--- src/rtl/seq_ctrl_pkg.sv ---
// Shared types and default widths for the sequence controller.
// Latency: none (declarations only).
// Backpressure: not applicable.
package seq_ctrl_pkg;

    localparam int DATA_W = 8;
    localparam int LEN_W  = 8;
    localparam int DIV_W  = 16;

    typedef enum logic [2:0] {
        IDLE,
        WAIT,
        STEP,
        CAPTURE,
        HOLD,
        DONE
    } state_t;

endpackage

--- src/rtl/sequence_controller_step_timer.sv ---
// Interval down-counter: load a value, decrement on request, flag zero.
// Latency: load/decrement visible the cycle after the request; zero flag is combinational on the count.
// Backpressure: none; decrement saturates at zero.
module step_timer #(
    parameter int W = seq_ctrl_pkg::DIV_W
) (
    input  logic         clk,
    input  logic         reset,
    input  logic         load,
    input  logic [W-1:0] load_val,
    input  logic         dec,
    output logic         zero
);

    logic [W-1:0] cnt;

    // Load has priority over decrement; count never goes below zero.
    always_ff @(posedge clk or negedge reset) begin
        if (!reset) begin
            cnt <= '0;
        end else if (load) begin
            cnt <= load_val;
        end else if (dec && (cnt != '0)) begin
            cnt <= cnt - W'(1);
        end
    end

    assign zero = (cnt == '0);

endmodule

--- src/rtl/sequence_controller.sv ---
// Paces the sequence generator per run command and streams each captured value out.
// Latency: first out_valid div+4 cycles after command accept, then every div+4 cycles with out_ready high.
// Backpressure: a pending value is held in HOLD; no further step is issued until it is taken.
module sequence_controller #(
    parameter int DATA_W = seq_ctrl_pkg::DATA_W,
    parameter int LEN_W  = seq_ctrl_pkg::LEN_W,
    parameter int DIV_W  = seq_ctrl_pkg::DIV_W
) (
    input  logic              clk,
    input  logic              reset,
    input  logic              cmd_valid,
    output logic              cmd_ready,
    input  logic [LEN_W-1:0]  cmd_len,
    input  logic [DIV_W-1:0]  cmd_div,
    input  logic              abort,
    output logic              seq_enable,
    output logic              seq_step,
    input  logic [DATA_W-1:0] seq_data,
    output logic              out_valid,
    input  logic              out_ready,
    output logic [DATA_W-1:0] out_data,
    output logic              out_last,
    output logic              busy,
    output logic              done
);

    import seq_ctrl_pkg::*;

    state_t             state;
    state_t             state_n;
    logic [LEN_W-1:0]   remaining;
    logic [DIV_W-1:0]   div_q;
    logic               accept;
    logic               abort_act;
    logic               xfer;
    logic               tmr_load;
    logic [DIV_W-1:0]   tmr_load_val;
    logic               tmr_dec;
    logic               tmr_zero;

    assign accept    = (state == IDLE) && cmd_valid && cmd_ready;
    // Abort only has meaning while a run is actually in flight.
    assign abort_act = abort && (state != IDLE) && (state != DONE);
    assign xfer      = out_valid && out_ready;

    step_timer #(
        .W (DIV_W)
    ) u_timer (
        .clk      (clk),
        .reset    (reset),
        .load     (tmr_load),
        .load_val (tmr_load_val),
        .dec      (tmr_dec),
        .zero     (tmr_zero)
    );

    // Next-state selection and interval timer control.
    always_comb begin
        state_n      = state;
        tmr_load     = 1'b0;
        tmr_load_val = div_q;
        tmr_dec      = 1'b0;
        case (state)
            IDLE: begin
                if (accept) begin
                    if (cmd_len == '0) begin
                        state_n = DONE;
                    end else begin
                        state_n      = WAIT;
                        tmr_load     = 1'b1;
                        tmr_load_val = cmd_div;
                    end
                end
            end
            WAIT: begin
                if (abort_act) begin
                    state_n = DONE;
                end else if (tmr_zero) begin
                    state_n = STEP;
                end else begin
                    tmr_dec = 1'b1;
                end
            end
            STEP: begin
                state_n = abort_act ? DONE : CAPTURE;
            end
            CAPTURE: begin
                state_n = abort_act ? DONE : HOLD;
            end
            HOLD: begin
                if (abort_act) begin
                    state_n = DONE;
                end else if (xfer) begin
                    if (out_last) begin
                        state_n = DONE;
                    end else begin
                        state_n  = WAIT;
                        tmr_load = 1'b1;
                    end
                end
            end
            DONE: begin
                state_n = IDLE;
            end
            default: begin
                state_n = IDLE;
            end
        endcase
    end

    // State register, registered control outputs and the output data stage.
    always_ff @(posedge clk or negedge reset) begin
        if (!reset) begin
            state      <= IDLE;
            cmd_ready  <= 1'b0;
            busy       <= 1'b0;
            seq_enable <= 1'b0;
            seq_step   <= 1'b0;
            done       <= 1'b0;
            remaining  <= '0;
            div_q      <= '0;
            out_valid  <= 1'b0;
            out_last   <= 1'b0;
            out_data   <= '0;
        end else begin
            state      <= state_n;
            cmd_ready  <= (state_n == IDLE);
            busy       <= (state_n != IDLE);
            seq_enable <= (state_n == WAIT) || (state_n == STEP) ||
                          (state_n == CAPTURE) || (state_n == HOLD);
            seq_step   <= (state_n == STEP);
            done       <= (state_n == DONE);

            if (accept) begin
                remaining <= cmd_len;
                div_q     <= cmd_div;
            end

            // seq_data reflects the step issued last cycle; an aborted capture is dropped.
            if ((state == CAPTURE) && !abort_act) begin
                out_data  <= seq_data;
                out_valid <= 1'b1;
                out_last  <= (remaining == LEN_W'(1));
                remaining <= remaining - LEN_W'(1);
            end else if (out_valid && (out_ready || abort_act)) begin
                out_valid <= 1'b0;
                out_last  <= 1'b0;
            end
        end
    end

endmodule

--- config.mk ---
export PLATFORM = sky130hd
export DESIGN_NAME = sequence_controller
export DESIGN_NICKNAME = d
export VERILOG_FILES = /design/src/rtl/seq_ctrl_pkg.sv /design/src/rtl/sequence_controller_step_timer.sv /design/src/rtl/sequence_controller.sv
export SDC_FILE = /design/constraint.sdc
export NUM_CORES = 1
export LEC_CHECK = 0
export BUFFER_PORTS_ARGS = -buffer_cell sky130_fd_sc_hd__buf_2
export CORE_MARGIN = 3
export CORE_UTILIZATION = 51
export CTS_CLUSTER_SIZE = 30
export DETAILED_ROUTE_END_ITERATION = 6
export GPL_TIMING_DRIVEN = 1
export PLACE_DENSITY = 0.73
export SETUP_SLACK_MARGIN = 0.5
export SLEW_MARGIN = 20
export SYNTH_ARGS = -nofsm -noshare
export SYNTH_HDL_FRONTEND = slang
export SYNTH_SLANG_ARGS = --single-unit
--- constraint.sdc ---
create_clock -name clk -period 2.9 [get_ports clk]
set_clock_uncertainty 0.1 [all_clocks]
set_input_delay 0.145 -clock clk [delete_from_list [all_inputs] [get_ports clk]]
set_output_delay 0.145 -clock clk [all_outputs]
set_load 0.1 [all_outputs]
==> flow_summary.yaml <==
layout:
  finish.instance_area_sq_um: 4130
  utilization: 0.686
  instances_no_fill: 531
  fillers: 467
  nets: 491
  drive_gt1_frac: 0.248
  synthToLayoutAreaGrowth_pct: 28.3
  insertedDiodeCount: 0
floorplan:
  dieWidth_um: 85.5
  start_util: 0.535
  core_area_sq_um: 6030
  die_height_um: 85.5
  num_rows: 28
  ios: 52
  die-area_sq_um: 7310
critical_path:
  cp-start-kind: "input pin"
  slowest_delay_ns: 0.55
  cp.required_ns: 3.04
  r2r_slack_ns: 0.56
  worst-endpoint-arrival_ns: 2.50
  cp_common_cell: "or4_1"
  cp_max_fo: 12
  endpoint_kind: "flop"
  worst-r2r-cell-count: 5
  worst_path_max_delay_cell: "dlygate4sd3_1"
  crit_type: "input pin to flop"
  path_cells: "dlygate4sd3_1, buf_2, or4_1, or4_1, o211a_4, and2_4, a22o_1"
logic_synthesis:
  synth.area.top_cells: "dfrtp_1 45%, nand2_1 11%, mux2i_1 3.1%"
  ys_seq_elements: 58
  ys_types: 60
  synth_edf_count: 0
  syn_area_sq_um: 3220
  synth_cells: 358
  synth_top_cell_by_area: "dfrtp_1"
  synthArstFlopShare: 1.00
  synth_seq_area_share: 0.450
  synth_top_area_share: 0.450
  ys.flop_type: "dfrtp_1"
  yosysWarnings: 0
  syn_nets: 398
  syn_area_per_cell_sq_um: 9.00
worst_hold_path:
  worstHoldPathCells: 2
  hp-class: "input pin to flop"
power:
  power.leakage_nw: 1.96
  vdd_drop_max_uv: 913
  p_per_area_nw_per_um2: 919
  power_mw: 3.80
drt:
  via_count: 3043
  vias_per_cell: 5.73
  firstDrtPassIters: 5
  drtAntennaViolNets: 0
  detail_route.wl_per_cell_um: 15.8
  drt-total-wl_um: 8390
  drc: 0
  drt_iter0_markers: 263
cts:
  clk_path_buf_depth: 2
  htreeDepth: 3
  clkTransAtPathRegs_ns: 0.07
  cts_sinks: 58
  cts_tree: "yes"
  clockRootBuffer: "clkbuf_8"
  cts_made_buffers: 9
  clk_latency_ns: 0.35
place:
  dp_cells: 480
  place_area_sq_um: 3580
  dp_hpwl_um: 5320
  gp_congestion: 0.846
  io_buffers: 51
global_route:
  grt_max_degree: 59
  antenna_found_initial: 0
  grt_usage: 0.240
  first_global_vias: 2924
  gr-total-overflow: 0
  grt_pass1_wl_um: 13800
timing:
  worst_pin_slew_ns: 0.737
  rsz0062_at_grt: "false"
  fin_crit_sh: 0.816
  hold_viol: 0
  tns_ns: 0
  period_minus_slack_ns: 2.36
  fmax_mhz: 423
  setup_viol: 0
  slew_headroom: 0.509
  drv_slew: 0
status:
  status: "finished clean"
job:
  max-cap-violations: 0
flip-flops by register name, summed over array words and instances, names as in the netlist:
| name | flops |
|---|---|
| out_data | 8 |
| cmd_ready | 1 |
| seq_step | 1 |
| seq_enable | 1 |
| remaining | 8 |
| out_last | 1 |
| busy | 1 |
| div_q | 16 |
| out_valid | 1 |
| state | 3 |
| u_timer.cnt | 16 |
| done | 1 |
Yosys cell counts (2+ instances only):
master and number:
mux2_2 6, o21ai_0 5, nor2_1 20, nor3b_1 4, xnor2_1 2, nor4_1 6, buf_6 2, buf_1 2
a31oi_1 5, a22o_1 4, a211o_1 2, nand3_1 15, o2bb2ai_1 2, and3_1 3, o31ai_1 3, dfrtp_1 58
o32ai_1 2, mux2i_1 10, ha_1 3, and2_1 3, nor3_1 7, buf_4 3, o211ai_1 6, o221a_2 4
nand2_1 97, xor2_1 2, inv_1 5, a21oi_1 16, nand2b_1 5, nand4b_1 4, a32oi_1 2, or3_1 4
buf_2 4, nand4_1 7, a221o_1 2, or4_1 3, clkbuf_1 7
critical path: cells and delay by family:
family	cells	cell delay [ns]
AO/OA/AOI/OAI	2	0.44
AND/OR/NAND/NOR	3	1.24
buffers and inverters	2	0.68
cells in the final DEF (no fill, tap or decap), types with 4 or more instances in the layout:
master	synthesis	layout
buf_2	4	51
dlygate4sd3_1	0	32
a22o_1	4	4
clkbuf_8	0	9
nor3_1	7	7
mux2i_1	10	10
nand2_1	97	96
or3_1	4	4
dfrtp_2	0	4
a31oi_1	5	5
nor2_1	20	20
mux2_2	6	6
inv_1	5	5
nand4b_1	4	4
o221a_2	4	4
o21ai_0	5	5
dfrtp_1	58	54
a21oi_1	16	16
nor4_1	6	6
nand3_1	15	15
nand4_1	7	7
o211ai_1	6	6
nand2b_1	5	5
buf_4	3	16
routing by layer:
layer	vias up	track usage	routed length, um
li1	1469	-	-
met1	1463	0.312	3710
met2	94	0.386	4040
met3	17	0.0427	435
met4	0	0.117	201
met5	-	0	0
path summary, 6_finish.rpt:
kind                                   from        endpoint
min in group asynchronous             reset     out_data[2]
worst min register to register  out_data[4]     out_data[4]
worst max-delay path             cmd_len[3]  u_timer.cnt[7]
worst min-delay path             cmd_len[4]    remaining[4]
max in group asynchronous             reset        state[0]
worst max register to register     state[1]  u_timer.cnt[7]
through the flow:
step                      hold slack (ns)  setup slack (ns)
final                              0.0124             0.535
after global routing               0.0161             0.477
after CTS                         0.00810             0.505
after detailed placement            0.244             0.416
after global placement              0.234             0.476
after floorplan                    -0.251             0.574
where the power goes:
| group | switching (mW) | internal [mW] | total (mW) |
|---|---|---|---|
| Clock | 0.354 | 0.305 | 0.659 |
| Combinational | 1.03 | 0.693 | 1.72 |
| Sequential | 0.304 | 1.12 | 1.42 |
what timing repair did:
item / CTS / global route
pin swaps: 0 / 2
hold buffers: 32 / 0
endpoints found under the hold margin: 89 / 0
buffers inserted: 2 / 1
setup endpoints to repair: 6 / 11
resized for setup: 4 / 8
final cells by class:
class | instances | area (sq um) | share of cell area
Timing Repair Buffer | 100 | 707 | 0.171
Multi-Input combinational cell | 277 | 1690 | 0.408
Clock buffer | 9 | 124 | 0.0300
Clock inverter | 7 | 46.3 | 0.0112
Tap cell | 75 | 93.8 | 0.0227
Sequential cell | 58 | 1460 | 0.352
Inverter | 5 | 18.8 | 0.00454
kinds of logic (layout without fill, tap and decap cells):
family                   count (synthesis)  count (layout)  share of synthesized area
flip-flops                              58              58                      0.450
buffers and inverters                   23             121                     0.0365
AO/OA/AOI/OAI                           62              62                      0.144
adder cells (fa/ha/maj)                  4               4                     0.0148
AND/OR/NAND/NOR                        191             191                      0.292
multiplexers                            16              16                     0.0520
XOR/XNOR                                 4               4                     0.0109
Note: power is estimated with default switching activity, not from simulation.
